$ cat src/rtl/usbh_report_decoder_nes_multi_pkg.sv
// Shared constants for the multi-player NES HID report decoder: report field
// positions, NES button bit order, player index width and the field decoder.
package usbh_nes_pkg;

  localparam int X_HI       = 31;
  localparam int Y_HI       = 39;
  localparam int BTN_A      = 45;
  localparam int BTN_B      = 44;
  localparam int BTN_START  = 53;
  localparam int BTN_SELECT = 52;

  localparam int NES_A      = 0;
  localparam int NES_B      = 1;
  localparam int NES_SELECT = 2;
  localparam int NES_START  = 3;
  localparam int NES_U      = 4;
  localparam int NES_D      = 5;
  localparam int NES_L      = 6;
  localparam int NES_R      = 7;

  localparam int PLAYER_W   = 2;

  typedef logic [7:0] nes_btn_t;

  function automatic nes_btn_t nes_decode(input logic [63:0] rpt);
    nes_btn_t b;
    b             = 8'h00;
    b[NES_A]      = rpt[BTN_A];
    b[NES_B]      = rpt[BTN_B];
    b[NES_SELECT] = rpt[BTN_SELECT];
    b[NES_START]  = rpt[BTN_START];
    b[NES_L]      = (rpt[X_HI -: 2] == 2'b00);
    b[NES_R]      = (rpt[X_HI -: 2] == 2'b11);
    b[NES_U]      = (rpt[Y_HI -: 2] == 2'b00);
    b[NES_D]      = (rpt[Y_HI -: 2] == 2'b11);
    return b;
  endfunction

  function automatic logic is_chord(input logic [63:0] rpt);
    return rpt[BTN_A] & rpt[BTN_B] & rpt[BTN_START] & rpt[BTN_SELECT];
  endfunction

endpackage

$ cat src/rtl/usbh_report_decoder_nes_multi_if.sv
// Report-in / button-state-out bundle of the multi-player NES decoder.
interface usbh_report_decoder_nes_multi_if #(parameter int c_players = 2);
  import usbh_nes_pkg::*;

  logic [63:0]            i_report;
  logic                   i_report_valid;
  logic [PLAYER_W-1:0]    i_report_player;
  logic [2*c_players-1:0] i_autofire_en;
  logic [8*c_players-1:0] o_btn;
  logic                   o_btn_strobe;
  logic [PLAYER_W-1:0]    o_btn_player;
  logic [c_players-1:0]   o_present;

  modport master (
    output i_report, i_report_valid, i_report_player, i_autofire_en,
    input  o_btn, o_btn_strobe, o_btn_player, o_present
  );

  modport slave (
    input  i_report, i_report_valid, i_report_player, i_autofire_en,
    output o_btn, o_btn_strobe, o_btn_player, o_present
  );

endinterface

$ cat src/rtl/usbh_autofire_tick.sv
// Free-running autofire divider: o_phase toggles every c_div clock cycles.
module usbh_autofire_tick #(
  parameter int c_div = 300000
) (
  input  logic i_clk,
  input  logic i_rst_n,
  output logic o_phase
);

  localparam int c_w = (c_div > 1) ? $clog2(c_div) : 1;

  logic [c_w-1:0] cnt_r;
  logic           phase_r;

  // Divider count and phase toggle on wrap
  always_ff @(posedge i_clk or negedge i_rst_n) begin
    if (!i_rst_n) begin
      cnt_r   <= '0;
      phase_r <= 1'b0;
    end else if (cnt_r == c_w'(c_div - 1)) begin
      cnt_r   <= '0;
      phase_r <= ~phase_r;
    end else begin
      cnt_r   <= cnt_r + c_w'(1);
      phase_r <= phase_r;
    end
  end

  assign o_phase = phase_r;

endmodule

$ cat src/rtl/usbh_report_decoder_nes_multi.sv
// Multi-player NES HID report decoder with chord qualification and disconnect
// timeout. Define USBH_NES_AUTOFIRE_EN to build the A/B autofire gating.
module usbh_report_decoder_nes_multi
  import usbh_nes_pkg::*;
#(
  parameter int c_clk_hz        = 6000000,
  parameter int c_players       = 2,
  parameter int c_autofire_hz   = 10,
  parameter int c_timeout_ms    = 100,
  parameter int c_chord_reports = 2
) (
  input logic i_clk,
  input logic i_rst_n,
  usbh_report_decoder_nes_multi_if.slave bus
);

  localparam int c_timeout_t = c_clk_hz / 1000 * c_timeout_ms;
  localparam int c_tmr_w     = $clog2(c_timeout_t + 1);
  localparam int c_chord_w   = $clog2(c_chord_reports + 1);

  logic                accept_s;
  logic                chord_s;
  nes_btn_t            dec_s;
  logic                strobe_r;
  logic [PLAYER_W-1:0] player_r;
  logic                unused_s;

  assign accept_s = bus.i_report_valid && (32'(bus.i_report_player) < c_players);
  assign dec_s    = nes_decode(bus.i_report);
  assign chord_s  = is_chord(bus.i_report);
  assign unused_s = ^{bus.i_report, bus.i_autofire_en};

`ifdef USBH_NES_AUTOFIRE_EN
  logic phase_s;

  usbh_autofire_tick #(
    .c_div (c_clk_hz / (2 * c_autofire_hz))
  ) u_autofire_tick (
    .i_clk   (i_clk),
    .i_rst_n (i_rst_n),
    .o_phase (phase_s)
  );
`endif

  // Shared update strobe and the player it refers to
  always_ff @(posedge i_clk or negedge i_rst_n) begin
    if (!i_rst_n) begin
      strobe_r <= 1'b0;
      player_r <= '0;
    end else if (accept_s) begin
      strobe_r <= 1'b1;
      player_r <= bus.i_report_player;
    end else begin
      strobe_r <= 1'b0;
      player_r <= player_r;
    end
  end

  assign bus.o_btn_strobe = strobe_r;
  assign bus.o_btn_player = player_r;

  for (genvar p = 0; p < c_players; p++) begin : g_player
    logic                 hit_s;
    logic                 expire_s;
    logic [c_chord_w-1:0] chord_cnt_r;
    logic [c_chord_w-1:0] chord_nxt_s;
    logic [c_tmr_w-1:0]   tmr_r;
    nes_btn_t             btn_r;
    logic                 present_r;
    logic [1:0]           af_keep_s;

    assign hit_s    = accept_s && (bus.i_report_player == PLAYER_W'(p));
    // An accept on the expiry cycle wins, so expiry is only seen without a hit
    assign expire_s = !hit_s && (tmr_r == c_tmr_w'(c_timeout_t - 1));

    // Saturating count of consecutive chord reports
    always_comb begin
      chord_nxt_s = '0;
      if (!chord_s) begin
        chord_nxt_s = '0;
      end else if (chord_cnt_r >= c_chord_w'(c_chord_reports)) begin
        chord_nxt_s = chord_cnt_r;
      end else begin
        chord_nxt_s = chord_cnt_r + c_chord_w'(1);
      end
    end

    // Per-player held state, chord counter and silence timer
    always_ff @(posedge i_clk or negedge i_rst_n) begin
      if (!i_rst_n) begin
        tmr_r       <= '0;
        chord_cnt_r <= '0;
        btn_r       <= 8'h00;
        present_r   <= 1'b0;
      end else if (hit_s) begin
        tmr_r       <= '0;
        chord_cnt_r <= chord_nxt_s;
        present_r   <= 1'b1;
        if (chord_nxt_s >= c_chord_w'(c_chord_reports)) begin
          btn_r <= dec_s | 8'hF0;
        end else begin
          btn_r <= dec_s;
        end
      end else if (expire_s) begin
        tmr_r       <= tmr_r + c_tmr_w'(1);
        chord_cnt_r <= '0;
        btn_r       <= 8'h00;
        present_r   <= 1'b0;
      end else if (tmr_r != c_tmr_w'(c_timeout_t)) begin
        tmr_r       <= tmr_r + c_tmr_w'(1);
      end else begin
        tmr_r       <= tmr_r;
      end
    end

`ifdef USBH_NES_AUTOFIRE_EN
    assign af_keep_s = ~bus.i_autofire_en[2*p +: 2] | {2{phase_s}};
`else
    assign af_keep_s = 2'b11;
`endif

    assign bus.o_btn[8*p +: 8] = {btn_r[7:2], btn_r[1:0] & af_keep_s};
    assign bus.o_present[p]    = present_r;
  end

endmodule

$ cat src/flat_wrapper.sv
// flat-port wrapper written by rule: the top's interface ports become plain ports
module usbh_report_decoder_nes_multi_flat import usbh_nes_pkg::*;
#(
  parameter int c_clk_hz        = 6000000,
  parameter int c_players       = 2,
  parameter int c_autofire_hz   = 10,
  parameter int c_timeout_ms    = 100,
  parameter int c_chord_reports = 2
)
  (i_clk, i_rst_n, bus_i_report, bus_i_report_valid, bus_i_report_player, bus_i_autofire_en, bus_o_btn, bus_o_btn_strobe, bus_o_btn_player, bus_o_present);
  usbh_report_decoder_nes_multi_if #(.c_players(c_players)) bus_i ();
  input logic i_clk;
  input logic i_rst_n;
  input wire logic [$bits(bus_i.i_report)-1:0] bus_i_report;
  input wire logic [$bits(bus_i.i_report_valid)-1:0] bus_i_report_valid;
  input wire logic [$bits(bus_i.i_report_player)-1:0] bus_i_report_player;
  input wire logic [$bits(bus_i.i_autofire_en)-1:0] bus_i_autofire_en;
  output wire logic [$bits(bus_i.o_btn)-1:0] bus_o_btn;
  output wire logic [$bits(bus_i.o_btn_strobe)-1:0] bus_o_btn_strobe;
  output wire logic [$bits(bus_i.o_btn_player)-1:0] bus_o_btn_player;
  output wire logic [$bits(bus_i.o_present)-1:0] bus_o_present;
  assign bus_i.i_report = bus_i_report;
  assign bus_i.i_report_valid = bus_i_report_valid;
  assign bus_i.i_report_player = bus_i_report_player;
  assign bus_i.i_autofire_en = bus_i_autofire_en;
  assign bus_o_btn = bus_i.o_btn;
  assign bus_o_btn_strobe = bus_i.o_btn_strobe;
  assign bus_o_btn_player = bus_i.o_btn_player;
  assign bus_o_present = bus_i.o_present;
  usbh_report_decoder_nes_multi #(.c_clk_hz(c_clk_hz), .c_players(c_players), .c_autofire_hz(c_autofire_hz), .c_timeout_ms(c_timeout_ms), .c_chord_reports(c_chord_reports)) u_core (.i_clk(i_clk), .i_rst_n(i_rst_n), .bus(bus_i));
endmodule
$ cat config.mk
export PLATFORM = sky130hd
export DESIGN_NAME = usbh_report_decoder_nes_multi_flat
export DESIGN_NICKNAME = d
export VERILOG_FILES = /design/src/rtl/usbh_report_decoder_nes_multi_pkg.sv /design/src/rtl/usbh_report_decoder_nes_multi_if.sv /design/src/rtl/usbh_autofire_tick.sv /design/src/rtl/usbh_report_decoder_nes_multi.sv /design/src/flat_wrapper.sv
export SDC_FILE = /design/constraint.sdc
export NUM_CORES = 1
export LEC_CHECK = 0
export ABC_CLOCK_PERIOD_IN_PS = 2300
export CORE_UTILIZATION = 35
export CTS_BUF_LIST = sky130_fd_sc_hd__clkbuf_8
export CTS_CLUSTER_DIAMETER = 120
export DETAILED_ROUTE_END_ITERATION = 8
export PLACE_DENSITY = 0.61
export SYNTH_ARGS = -nofsm -noshare
export SYNTH_HDL_FRONTEND = slang
export SYNTH_HIERARCHICAL = 1
export SYNTH_SLANG_ARGS = --single-unit
$ cat constraint.sdc
create_clock -name i_clk -period 2.3 [get_ports i_clk]
set_clock_uncertainty 0.1 [all_clocks]
set_input_delay 0.46 -clock i_clk [delete_from_list [all_inputs] [get_ports i_clk]]
set_output_delay 0.46 -clock i_clk [all_outputs]
set_load 0.02 [all_outputs]
# Word-level counts from Yosys, hierarchy flattened
# Cells that the tools add are included.
[totals]
reg_bits = 65
out_inout_bits = 21
wordCells = 68
[classes]
addsub = 4
magnitude_cmp = 5
n_eq_ne = 7
n_mux = 25
n_bitwise = 3
n_reduce_logical = 14
[op_table]
columns = ["operator", "n"]
rows = [
  ["20-bit 2-to-1 mux", 6],
  ["8-bit 2-to-1 mux", 6],
  ["20-bit by 1-bit adder with 20-bit output, second input constant", 2],
  ["20-bit == test, second input constant", 2],
  ["20-bit inequality test, second input constant", 2],
  ["2-bit 2-to-1 mux", 8],
  ["2-bit greater-or-equal comparator, second input constant", 4],
  ["2-bit logical NOT", 3],
  ["3-bit nonzero test", 2],
  ["1-bit logical AND", 5],
  ["1-bit 2-to-1 mux", 5],
  ["2-bit by 1-bit adder with 2-bit output, second input constant", 2],
  ["2-bit == test, second input constant", 2],
  ["2-bit nonzero test", 2],
  ["1-bit bitwise AND", 3],
  ["2-bit by 1-bit == test with 1-bit output, second input constant", 1],
  ["1-bit logical NOT", 2],
  ["2-bit less-than comparator, second input constant", 1],
]

# Depth between registers and ports, before layout
# Gate-level depths: netlist of the first run.
[depth]
ltp_word = 7
depth_mapped = 7

# Worst setup path before layout of the first run
# Ideal clock, no wire load.
[synth_timing]
kind = "reg-to-reg"
startpoint = "register u_core.g_player[1].tmr_r[15]"
endpoint = "register u_core.g_player[1].btn_r[5]"
setup_ns = 0.135
t_arrival_ns = 2.034
t_required_ns = 2.065
slack_ns = 0.031
stages_incl_launch_ff = 7
path_buffers = 2
synth_period_minus_slack_ns = 2.269
path_cell_list = "dfrtp_1 -> or4_1 -> or4_1 -> buf_2 -> nor4b_4 -> buf_6 -> o22ai_2"
[synth_between]
elab_chain_len = 3
[synth_rtl]
columns = ["item", "line_no", "source"]
rows = [
  ["start, declared", "usbh_report_decoder_nes_multi.sv:67", "logic [c_tmr_w-1:0] tmr_r;"],
  ["start signal, assigned", "usbh_report_decoder_nes_multi.sv:105", "tmr_r <= tmr_r + c_tmr_w'(1);"],
  ["start signal, assigned", "usbh_report_decoder_nes_multi.sv:110", "tmr_r <= tmr_r + c_tmr_w'(1);"],
  ["start signal, assigned", "usbh_report_decoder_nes_multi.sv:112", "tmr_r <= tmr_r;"],
  ["20-bit == test", "usbh_report_decoder_nes_multi.sv:74", "assign expire_s = !hit_s && (tmr_r == c_tmr_w'(c_timeout_t - 1));"],
  ["1-bit logical AND", "usbh_report_decoder_nes_multi.sv:74", ""],
  ["2-bit nonzero test (no source line)", "-", ""],
  ["end signal, assigned", "usbh_report_decoder_nes_multi.sv:100", "btn_r <= dec_s | 8'hF0;"],
  ["end signal, assigned", "usbh_report_decoder_nes_multi.sv:102", "btn_r <= dec_s;"],
  ["end, declared", "usbh_report_decoder_nes_multi.sv:68", "nes_btn_t btn_r;"],
]
# No other way between the ends.
# A chain may end at the register's enable or synchronous reset.

# Final worst setup path of the first run
[layout_timing]
startpoint = "register u_core.g_player[1].tmr_r[17]"
endpoint = "register u_core.g_player[1].chord_cnt_r[1]"
[layout_between]
elab_chain_len = 3
[layout_rtl]
columns = ["item", "line_no", "source"]
rows = [
  ["20-bit == test", "usbh_report_decoder_nes_multi.sv:74", ""],
  ["1-bit logical AND", "usbh_report_decoder_nes_multi.sv:74", ""],
  ["2-bit nonzero test (no source line)", "-", ""],
  ["end signal, assigned", "usbh_report_decoder_nes_multi.sv:97", "chord_cnt_r <= chord_nxt_s;"],
  ["end, declared", "usbh_report_decoder_nes_multi.sv:65", "logic [c_chord_w-1:0] chord_cnt_r;"],
]
# No other way between the ends.

==> results.cfg, run 1 <==
[outcome]
outcome = complete, no violations

[timing]
hold_viol = 0
worst_pin_slew_ns = 0.525
tns_ns = 0
fin_crit_ns = 2.23
maxSlewHeadroom_pct = 64.7
finalMaxSlewViolations = 0
fmax_ghz = 0.448
rsz0062_at_grt = false
finalSetupViolations = 0
finalCritPeriodShare_pct = 97.0

[logic_synthesis]
yosysSeqAreaShare_pct = 50.0
syn_area_mm2 = 0.00326
yosysUniqueCellTypes = 47
synth_area_leader_cell = dfrtp_1
syn_nets = 414
synth_top_flop_cell = dfrtp_1
synth_top_area_share_pct = 50.0
async_flop_share_pct = 100
synth-seq-cells = 65
syn_inst = 335
synth.avg_cell_area_um2 = 9.72
ys_warn_count = 6
ys_top_cells_by_area = dfrtp_1, nor2_1, nand2_1, a21oi_1, o21ai_0
synth_edf_count = 0

[power]
p_total_mw = 2.98
power_leakage_nw = 1.81
p_per_area_mw_per_mm2 = 723
ir_drop_mv = 0.434

[cells_and_area]
layout_common_cells = dfrtp_1, nor2_1, nand2_1
final_nets = 471
drive_above_1_share_pct = 15.9
area_growth_pct = 26.6
fillers = 844
final_common_cell = dfrtp_1
n_antenna_cell = 0

[placement]
dp_hpwl_um = 5020
io_buffers = 33
gp_routability_congestion = 0.794

[global_routing]
grt-busiest-layer = met2
grt_util_met2_pct = 26.6
antenna_found_initial = 0
grt_pass1_wl_um = 12200
grt_util_met3_pct = 4.26
grt_max_degree = 24
use_met1_pct = 19.4
grt_pass1_vias = 2675
gr-total-overflow = 0
grtUsageTotal_pct = 15.9

[worst_setup_path]
crit_type = reg -> reg
cp_max_fo = 11
start_kind = register
rr_worst_depth = 5
arrival_ns = 2.36
critPathCaptureType = register
worst-endpoint-required_ns = 2.42

[clock_network]
worst_setup_hold_path_clk_slew_ns = 0.07
clock_path_buffers = 2
cts_tree = yes
cts_made_buffers = 9
cts.sinks = 65
htreeDepth = 3
cts_setup_buffers = 0
clock_latency_ns = 0.34
root_buffer = clkbuf_8

[die]
core_mm2 = 0.00885
fp-row-count = 34
initial_core_util_pct = 36.8
die_x_um = 98.4
die_h_um = 98.4
die-area_mm2 = 0.00969
io_pins = 94

[drt]
antenna_left = 0
drt_pass1_iterations = 4
wl_per_cell_um = 14.0
drt-total-wl_um = 7080
vias = 2655
drc = 0
via_per_inst = 5.26
drt_iter0_drc = 165

[run]
maxCapViolCount = 0

[worst_hold_path]
whs_path_depth = 1
hold_class = reg -> reg
-- area by class of cell --
type / instances / area (µm²) / share of cell area, %
Timing Repair Buffer: 62 / 571 / 13.8
Multi-Input combinational cell: 240 / 1510 / 36.6
Sequential cell: 65 / 1630 / 39.5
Clock inverter: 2 / 33.8 / 0.820
Clock buffer: 14 / 193 / 4.68
Tap cell: 108 / 135 / 3.28
Inverter: 14 / 52.6 / 1.28
-- final timing paths --
kind,from,endpoint,slack [ns]
worst max-delay path,u_core/g_player[1].tmr_r[17]$_DFFE_PN0P_,u_core/g_player[1].chord_cnt_r[1]$_DFFE_PN0P_,0.07
min in group asynchronous,i_rst_n,u_core/g_player[1].tmr_r[12]$_DFFE_PN0P_,0.52
worst max register to register,u_core/g_player[1].tmr_r[17]$_DFFE_PN0P_,u_core/g_player[1].chord_cnt_r[1]$_DFFE_PN0P_,0.07
max in group asynchronous,i_rst_n,u_core/g_player[0].chord_cnt_r[1]$_DFFE_PN0P_,0.87
worst min-delay path,u_core/g_player[0].chord_cnt_r[0]$_DFFE_PN0P_,u_core/g_player[0].chord_cnt_r[0]$_DFFE_PN0P_,0.39
worst min register to register,u_core/g_player[0].chord_cnt_r[0]$_DFFE_PN0P_,u_core/g_player[0].chord_cnt_r[0]$_DFFE_PN0P_,0.39
-- cell families after synthesis --
logic type | synth area share [%]
flip-flops | 50.0
adder cells (fa/ha/maj) | 2.31
multiplexers | 0.615
AND/OR/NAND/NOR | 24.0
AO/OA/AOI/OAI | 14.3
XOR/XNOR | 4.84
buffers and inverters | 3.96
-- metal layers --
layer | part of all wire (%) | vias to the layer above
li1 | - | 1314
met1 | 47 | 1287
met2 | 47 | 43
met3 | 3.6 | 11
met4 | 1.7 | 0
met5 | 0 | -
-- worst max-delay path, stage by stage (launching register included) --
cell and delay (ns):
dfrtp_1 0.38, or4_1 0.52, or4_4 0.52, nor4b_4 0.33, buf_12 0.19, o31ai_1 0.07
-- metrics by stage --
| stage | std cells | utilization (%) | worst slack (ns) | area (µm²) | hold WS (ns) |
|---|---|---|---|---|---|
| 3_3_place_gp | 488 | 43.8 | 0.0136 | 3880 | 0.359 |
| 6_report | 505 | 46.6 | 0.0679 | 4120 | 0.386 |
| 5_1_grt | 505 | 46.6 | 0.00623 | 4120 | 0.405 |
| 2_1_floorplan | 335 | - | 0.0310 | 3260 | 0.0644 |
| 4_1_cts | 505 | 46.5 | 0.0140 | 4120 | 0.391 |
| 3_5_place_dp | 488 | 43.8 | 0.0310 | 3880 | 0.364 |
-- report_power, final --
group          internal [mW]  switching, mW  total [mW]
clock                  0.646          0.427        1.07
sequential              1.27          0.137        1.40
combinational          0.245          0.260       0.505
total                   2.16          0.824        2.98
-- flip-flops by register name (all words and copies together), names as in the netlist --
| name | cells |
|---|---|
| u_core/bus.o_btn_player | 2 |
| u_core/g_player.present_r | 2 |
| u_core/g_player.btn_r | 16 |
| u_core/g_player.tmr_r | 40 |
| u_core/g_player.chord_cnt_r | 4 |
| u_core/bus.o_btn_strobe | 1 |
-- what timing repair did --
action	in CTS	in global routing
endpoints found under the hold margin	16	0
hold buffers	1	0
endpoints found under the setup margin	0	17
gates resized for setup	0	2
-- synth_stat cells, types with 2 or more instances --
library cell and number:
nand2_1 33, a41o_1 2, and4_1 3, nand3_1 13
o21ai_2 7, a31o_2 3, mux2i_1 2, or3_1 10
and2_1 3, nand3b_1 2, inv_1 14, buf_4 2
nor3_1 14, o21ai_0 16, dfrtp_1 65, or4_1 4
nand4bb_1 3, a22o_1 5, a31oi_1 2, o22ai_2 2
nand2b_1 4, nand4_1 9, nor4_1 4, nor2_1 34
a21oi_1 17, xnor2_1 9, o2bb2ai_1 4, clkbuf_1 12
and3_1 5, xor2_1 9, ha_1 6, o31ai_1 2
Power figures use the tool's default switching activity.
==> inputs of run 2 (changes only) <==
--- a/config.mk
+++ b/config.mk
@@ -6,11 +6,11 @@
 export NUM_CORES = 1
 export LEC_CHECK = 0
 export ABC_CLOCK_PERIOD_IN_PS = 2300
-export CORE_UTILIZATION = 35
+export CORE_UTILIZATION = 44
 export CTS_BUF_LIST = sky130_fd_sc_hd__clkbuf_8
 export CTS_CLUSTER_DIAMETER = 120
 export DETAILED_ROUTE_END_ITERATION = 8
-export PLACE_DENSITY = 0.61
+export PLACE_DENSITY = 0.75
 export SYNTH_ARGS = -nofsm -noshare
 export SYNTH_HDL_FRONTEND = slang
 export SYNTH_HIERARCHICAL = 1
==> run 2 against run 1 <==
Compared with the run above:
- sequential share of layout area unchanged
- die area decreased by 20%
- total power shrank 0.91%
- worst setup slack worse by 0.044 ns
- critical path type unchanged
- critical endpoint is now u_core/g_player[1].btn_r[0]$_DFFE_PN0P_
==> results.cfg, run 2 (synthesis results as in run 1) <==
[power]
ir_drop_mv = 0.404
power_leakage_nw = 1.80
seqPwrFrac_pct = 47.5
switching_share_pct = 28.9
clkPwrFrac_pct = 35.0
p_per_area_mw_per_mm2 = 717
intPower_mw = 2.10
combPwrFrac_pct = 17.5
switchingPower_uw = 854

[placement]
place_ws_ns = 0.0154
gp_routability_congestion = 0.885
dp_hpwl_um = 5140
place_inst = 474
io_buffers = 33

[worst_setup_path]
r2r_slack_ns = 0.02
worst-endpoint-required_ns = 2.43
crit_type = reg -> reg
start_kind = register
reg2reg_from = u_core/g_player[1].tmr_r[17]$_DFFE_PN0P_
arrival_ns = 2.40
rr_worst_depth = 6
r2r-end = u_core/g_player[1].btn_r[0]$_DFFE_PN0P_
cp_max_fo = 5
critPathCaptureType = register

[die]
die-area_mm2 = 0.00775
io_pins = 94
core_mm2 = 0.00698
die_h_um = 88.0
fp-row-count = 30
initial_core_util_pct = 46.6
die_x_um = 88.0

[drt]
drt-total-wl_um = 7580
antenna_left = 0
drt_pass1_iterations = 4
wl_per_cell_um = 15.4
vias = 2778
drc = 0
via_per_inst = 5.63
drt_iter0_drc = 192

[cells_and_area]
fillers = 619
area_growth_pct = 26.6
final_cells = 493
largest_register_ffs = 40
reg.largest.list = u_core/g_player.tmr_r: 40 flops, u_core/g_player.btn_r: 16 flops, u_core/g_player.chord_cnt_r: 4 flops
layout_common_cells = dfrtp_1, nor2_1, nand2_1
final_common_cell = dfrtp_1
largest_register = u_core/g_player.tmr_r
final_nets = 471
drive_above_1_share_pct = 16.1
n_antenna_cell = 0

[global_routing]
grt_pass1_vias = 2669
grt_max_degree = 27
gr-total-overflow = 0
grtUsageTotal_pct = 21.5
antenna_found_initial = 0
grt_pass1_wl_um = 12600

[clock_network]
cts_made_buffers = 9
cts_tree = yes
clock_path_buffers = 2
htreeDepth = 3
cts_hold_buffers = 0
cts.sinks = 65
worst_setup_hold_path_clk_slew_ns = 0.07
root_buffer = clkbuf_8
clock_latency_ns = 0.34

[timing]
worst_pin_slew_ns = 0.597
finalCritPeriodShare_pct = 99.0
hold_viol = 0
maxSlewHeadroom_pct = 60.2
finalMaxSlewViolations = 0
finalSetupViolations = 0
fin_crit_ns = 2.28
layout_setup_ws_ns = 0.0237
fmax_ghz = 0.439

[outcome]
outcome = complete, no violations

[worst_hold_path]
hold_class = in -> async

[run]
maxCapViolCount = 0
==> run 2: cell types whose count changed in the layout (fill, tap and decap cells not counted) <==
| cell | delta |
|---|---|
| clkbuf_8 | -2 |
| o31a_1 | +1 |
| inv_1 | -1 |
| clkinv_2 | +1 |
| buf_12 | +1 |
| dlygate4sd3_1 | -1 |
| o31a_2 | -1 |
| clkbuf_16 | +1 |
| clkinvlp_4 | +2 |
| buf_4 | -1 |
==> run 2: routing by layer <==
layer  vias to the layer above  wire length (µm)  GRT usage, %
met3                        13               332          3.86
met4                         0               131          8.94
met2                        72              3770          35.2
li1                       1306                 -             -
met5                         -                 0             0
met1                      1387              3350          28.1
==> run 2: worst max path at each step <==
stage	startpoint	to	slack, ns	cells past startpoint
final	u_core/g_player[1].tmr_r[17]$_DFFE_PN0P_	u_core/g_player[1].btn_r[0]$_DFFE_PN0P_	0.02	6
after global routing	u_core/g_player[1].tmr_r[17]$_DFFE_PN0P_	u_core/g_player[1].btn_r[0]$_DFFE_PN0P_	-0.02	6
after CTS	u_core/g_player[1].tmr_r[17]$_DFFE_PN0P_	u_core/g_player[1].chord_cnt_r[1]$_DFFE_PN0P_	0.008	5
after detailed placement	u_core/g_player[1].tmr_r[17]$_DFFE_PN0P_	u_core/g_player[1].chord_cnt_r[1]$_DFFE_PN0P_	0.02	5
after global placement	u_core/g_player[1].tmr_r[17]$_DFFE_PN0P_	u_core/g_player[1].chord_cnt_r[1]$_DFFE_PN0P_	0.01	5
after floorplan	u_core/g_player[1].tmr_r[15]$_DFFE_PN0P_	u_core/g_player[1].btn_r[5]$_DFFE_PN0P_	0.03	6
==> run 2: cell type report <==
class                      instances  area, µm²  share of cell area [%]
clock buffer                      12        165                    4.01
clock inverter                     4       50.0                    1.21
inverter                          14       52.6                    1.28
multi-input combinational        240       1510                    36.6
sequential                        65       1630                    39.5
tap                               96        120                    2.91
timing repair buffer              62        598                    14.5
==> run 2: stage by stage <==
step	total power [mW]	instance area (µm²)	setup TNS, ns	util, %	hold WS (ns)
after global routing	3.11	4120	-0.0322	59.0	0.0540
after detailed placement	1.94	3860	0	55.3	0.367
after CTS	2.98	4080	0	58.4	0.0339
final	2.95	4120	0	59.0	0.0209
after global placement	1.91	3860	0	55.3	0.361
after floorplan	1.70	3260	0	-	0.0644
==> run 2: what timing repair did <==
item / CTS / global route
endpoints found under the setup margin: 10 / 11
resized for setup: 0 / 1
pin swaps: 1 / 2
cloned: 0 / 1
setup buffers: 0 / 2
==> run 2: power groups by stage <==
| stage | sequential, mW | combinational, mW | clock [mW] |
|---|---|---|---|
| 2_1_floorplan | 1.44 | 0.256 | 0 |
| 5_1_grt | 1.42 | 0.582 | 1.11 |
| 3_3_place_gp | 1.41 | 0.501 | 0 |
| 3_5_place_dp | 1.42 | 0.516 | 0 |
| 6_report | 1.40 | 0.518 | 1.03 |
| 4_1_cts | 1.40 | 0.520 | 1.06 |
==> run 2: critical path, cell delays in order (launching register included) <==
cell and delay (ns):
dfrtp_1 0.40, or4_1 0.53, or4_4 0.46, nor4b_4 0.27
buf_4 0.18, clkbuf_16 0.15, o21ai_2 0.07
==> inputs of run 3 (changes only) <==
--- a/config.mk
+++ b/config.mk
@@ -10,7 +10,7 @@
 export CTS_BUF_LIST = sky130_fd_sc_hd__clkbuf_8
 export CTS_CLUSTER_DIAMETER = 120
 export DETAILED_ROUTE_END_ITERATION = 8
-export PLACE_DENSITY = 0.75
+export PLACE_DENSITY = 0.78
 export SYNTH_ARGS = -nofsm -noshare
 export SYNTH_HDL_FRONTEND = slang
 export SYNTH_HIERARCHICAL = 1
==> run 3 against run 2 <==
Compared with the run above:
- worst hold slack improved by 0.37 ns
- clock-buffer cell count fell by 2
- cell count did not move
- register-to-register slack improved by 0.07 ns
- fmax rose by 3.1%
- worst setup slack improved by 0.069 ns
- die area did not move
- sequential power barely moved
- combinational power fell by 2%
- global-route usage fell by 1.3 points
- first-iteration DRC count fell by 28%
- critical path depth did not move
==> results.cfg, run 3 (synthesis results as in run 1) <==
[worst_setup_path]
crit_path_end = u_core/g_player[1].chord_cnt_r[1]$_DFFE_PN0P_
reg2reg_from = u_core/g_player[1].tmr_r[17]$_DFFE_PN0P_
startpoint = u_core/g_player[1].tmr_r[17]$_DFFE_PN0P_
r2r-end = u_core/g_player[1].chord_cnt_r[1]$_DFFE_PN0P_
path_delay_family = simple AND/OR/NAND/NOR gates
critPathMaxStageDelay_ns = 0.53
cp.depth = 6
cp_max_fo = 6
cpMostUsedCell = or4_4
path_cells = or4_4 -> or4_4 -> nor4b_4 -> buf_4 -> buf_12 -> o31ai_1
worst-path-buf-inv = 2
critPathCaptureType = register
arrival_ns = 2.32
rr_worst_depth = 6
r2r_slack_ns = 0.09
cp_slowest_cell = or4_4
start_kind = register
worst-endpoint-required_ns = 2.41
crit_type = reg -> reg

[die]
initial_core_util_pct = 46.6
die_h_um = 88.0
core_mm2 = 0.00698
die-area_mm2 = 0.00775
io_pins = 94
die_x_um = 88.0
fp-row-count = 30

[cells_and_area]
largest_register_ffs = 40
reg.largest.list = u_core/g_player.tmr_r: 40 flops, u_core/g_player.btn_r: 16 flops, u_core/g_player.chord_cnt_r: 4 flops
fillers = 589
final_nets = 471
drive_above_1_share_pct = 16.1
final-seq-area_mm2 = 0.00163
layout_common_cells = dfrtp_1, nor2_1, nand2_1
n_antenna_cell = 0
area_growth_pct = 26.8
multi_input_area_mm2 = 0.00151
largest_register = u_core/g_player.tmr_r
final_common_cell = dfrtp_1

[drt]
antenna_left = 0
drt_pass1_iterations = 4
drt_iter0_drc = 138
vias = 2700
drt-total-wl_um = 7090
drc = 0
wl_per_cell_um = 14.4
via_per_inst = 5.48

[clock_network]
cts_tree = yes
clock_latency_ns = 0.34
worst_setup_hold_path_clk_slew_ns = 0.07
clock_path_buffers = 2
cts.sinks = 65
cts_made_buffers = 9
htreeDepth = 3
root_buffer = clkbuf_8

[placement]
gp_routability_congestion = 0.814
io_buffers = 33
dp_hpwl_um = 5000
place_ws_ns = 0.00136

[timing]
hold_viol = 0
finalMaxSlewViolations = 0
finalCritPeriodShare_pct = 96.0
tns_ns = 0
rsz0062_at_grt = false
finalSetupViolations = 0
fmax_ghz = 0.453
layout_setup_ws_ns = 0.0924
fin_crit_ns = 2.21
hold_ws_ns = 0.388
maxSlewHeadroom_pct = 65.6
worst_pin_slew_ns = 0.511

[outcome]
outcome = complete, no violations

[power]
p_per_area_mw_per_mm2 = 730
power_leakage_nw = 1.80
ir_drop_mv = 0.438

[worst_hold_path]
whs_path_depth = 1
hold_class = reg -> reg

[run]
maxCapViolCount = 0

[global_routing]
grt_max_degree = 32
grt_pass1_vias = 2645
grtUsageTotal_pct = 20.1
grt_pass1_wl_um = 11900
gr-total-overflow = 0
antenna_found_initial = 0
==> run 3: metrics by stage <==
step | total power, mW | instances | utilization [%] | area, µm²
after CTS | 3.03 | 491 | 58.5 | 4090
after floorplan | 1.70 | 335 | - | 3260
after detailed placement | 1.93 | 474 | 55.1 | 3850
after global routing | 3.15 | 493 | 59.1 | 4130
after global placement | 1.90 | 474 | 55.1 | 3850
final | 3.01 | 493 | 59.1 | 4130
==> run 3: repair_timing <==
action                                  CTS  global route
endpoints found under the setup margin    6            11
gates cloned                              0             1
hold buffers                              1             0
hold endpoints to repair                 12             0
setup buffers                             0             1
pin swaps                                 1             2
resized for setup                         0             2
==> run 3: final cells by class <==
cell class,instances,area share (%)
multi-input combinational,240,36.6
clock buffer,10,3.33
tap,96,2.91
inverter,14,1.27
clock inverter,6,2.18
timing repair buffer,62,14.2
sequential,65,39.4
==> run 3: where the power goes <==
| group | switching, mW | leakage [nW] | internal, mW |
|---|---|---|---|
| logic | 0.263 | 0.827 | 0.245 |
| clock network | 0.453 | 0.113 | 0.643 |
| registers | 0.143 | 0.862 | 1.26 |
==> run 3: layer usage <==
layer  up-vias  share of wire [%]  track usage (%)  routed length, µm
met3         9                5.0             4.81                351
met1      1314                 46             26.4               3280
met5         -                  0                0                  0
met4         0                1.5             7.04                104
li1       1309                  -                -                  -
met2        68                 47             32.8               3360
==> run 3: worst min-delay path by stage <==
| stage | endpoint | startpoint | slack (ns) |
|---|---|---|---|
| after detailed placement | u_core/g_player[1].tmr_r[4]$_DFFE_PN0P_ | i_rst_n | 0.36 |
| after global placement | u_core/g_player[1].tmr_r[4]$_DFFE_PN0P_ | i_rst_n | 0.35 |
| final | u_core/g_player[0].chord_cnt_r[0]$_DFFE_PN0P_ | u_core/g_player[0].chord_cnt_r[0]$_DFFE_PN0P_ | 0.39 |
| after CTS | u_core/g_player[0].chord_cnt_r[0]$_DFFE_PN0P_ | u_core/g_player[0].chord_cnt_r[0]$_DFFE_PN0P_ | 0.38 |
| after floorplan | u_core/bus.o_btn_player[0]$_DFFE_PN0P_ | i_rst_n | 0.06 |
| after global routing | u_core/g_player[0].chord_cnt_r[0]$_DFFE_PN0P_ | u_core/g_player[0].chord_cnt_r[0]$_DFFE_PN0P_ | 0.39 |
==> run 3: worst register-to-register path, delay by kind of cell, from the launching register on <==
kind                   cells  cell delay, ns
DFF                        1            0.38
buffers and inverters      2            0.30
and+or+nand+nor            3            1.23
AOI/OAI and AO/OA          1            0.07
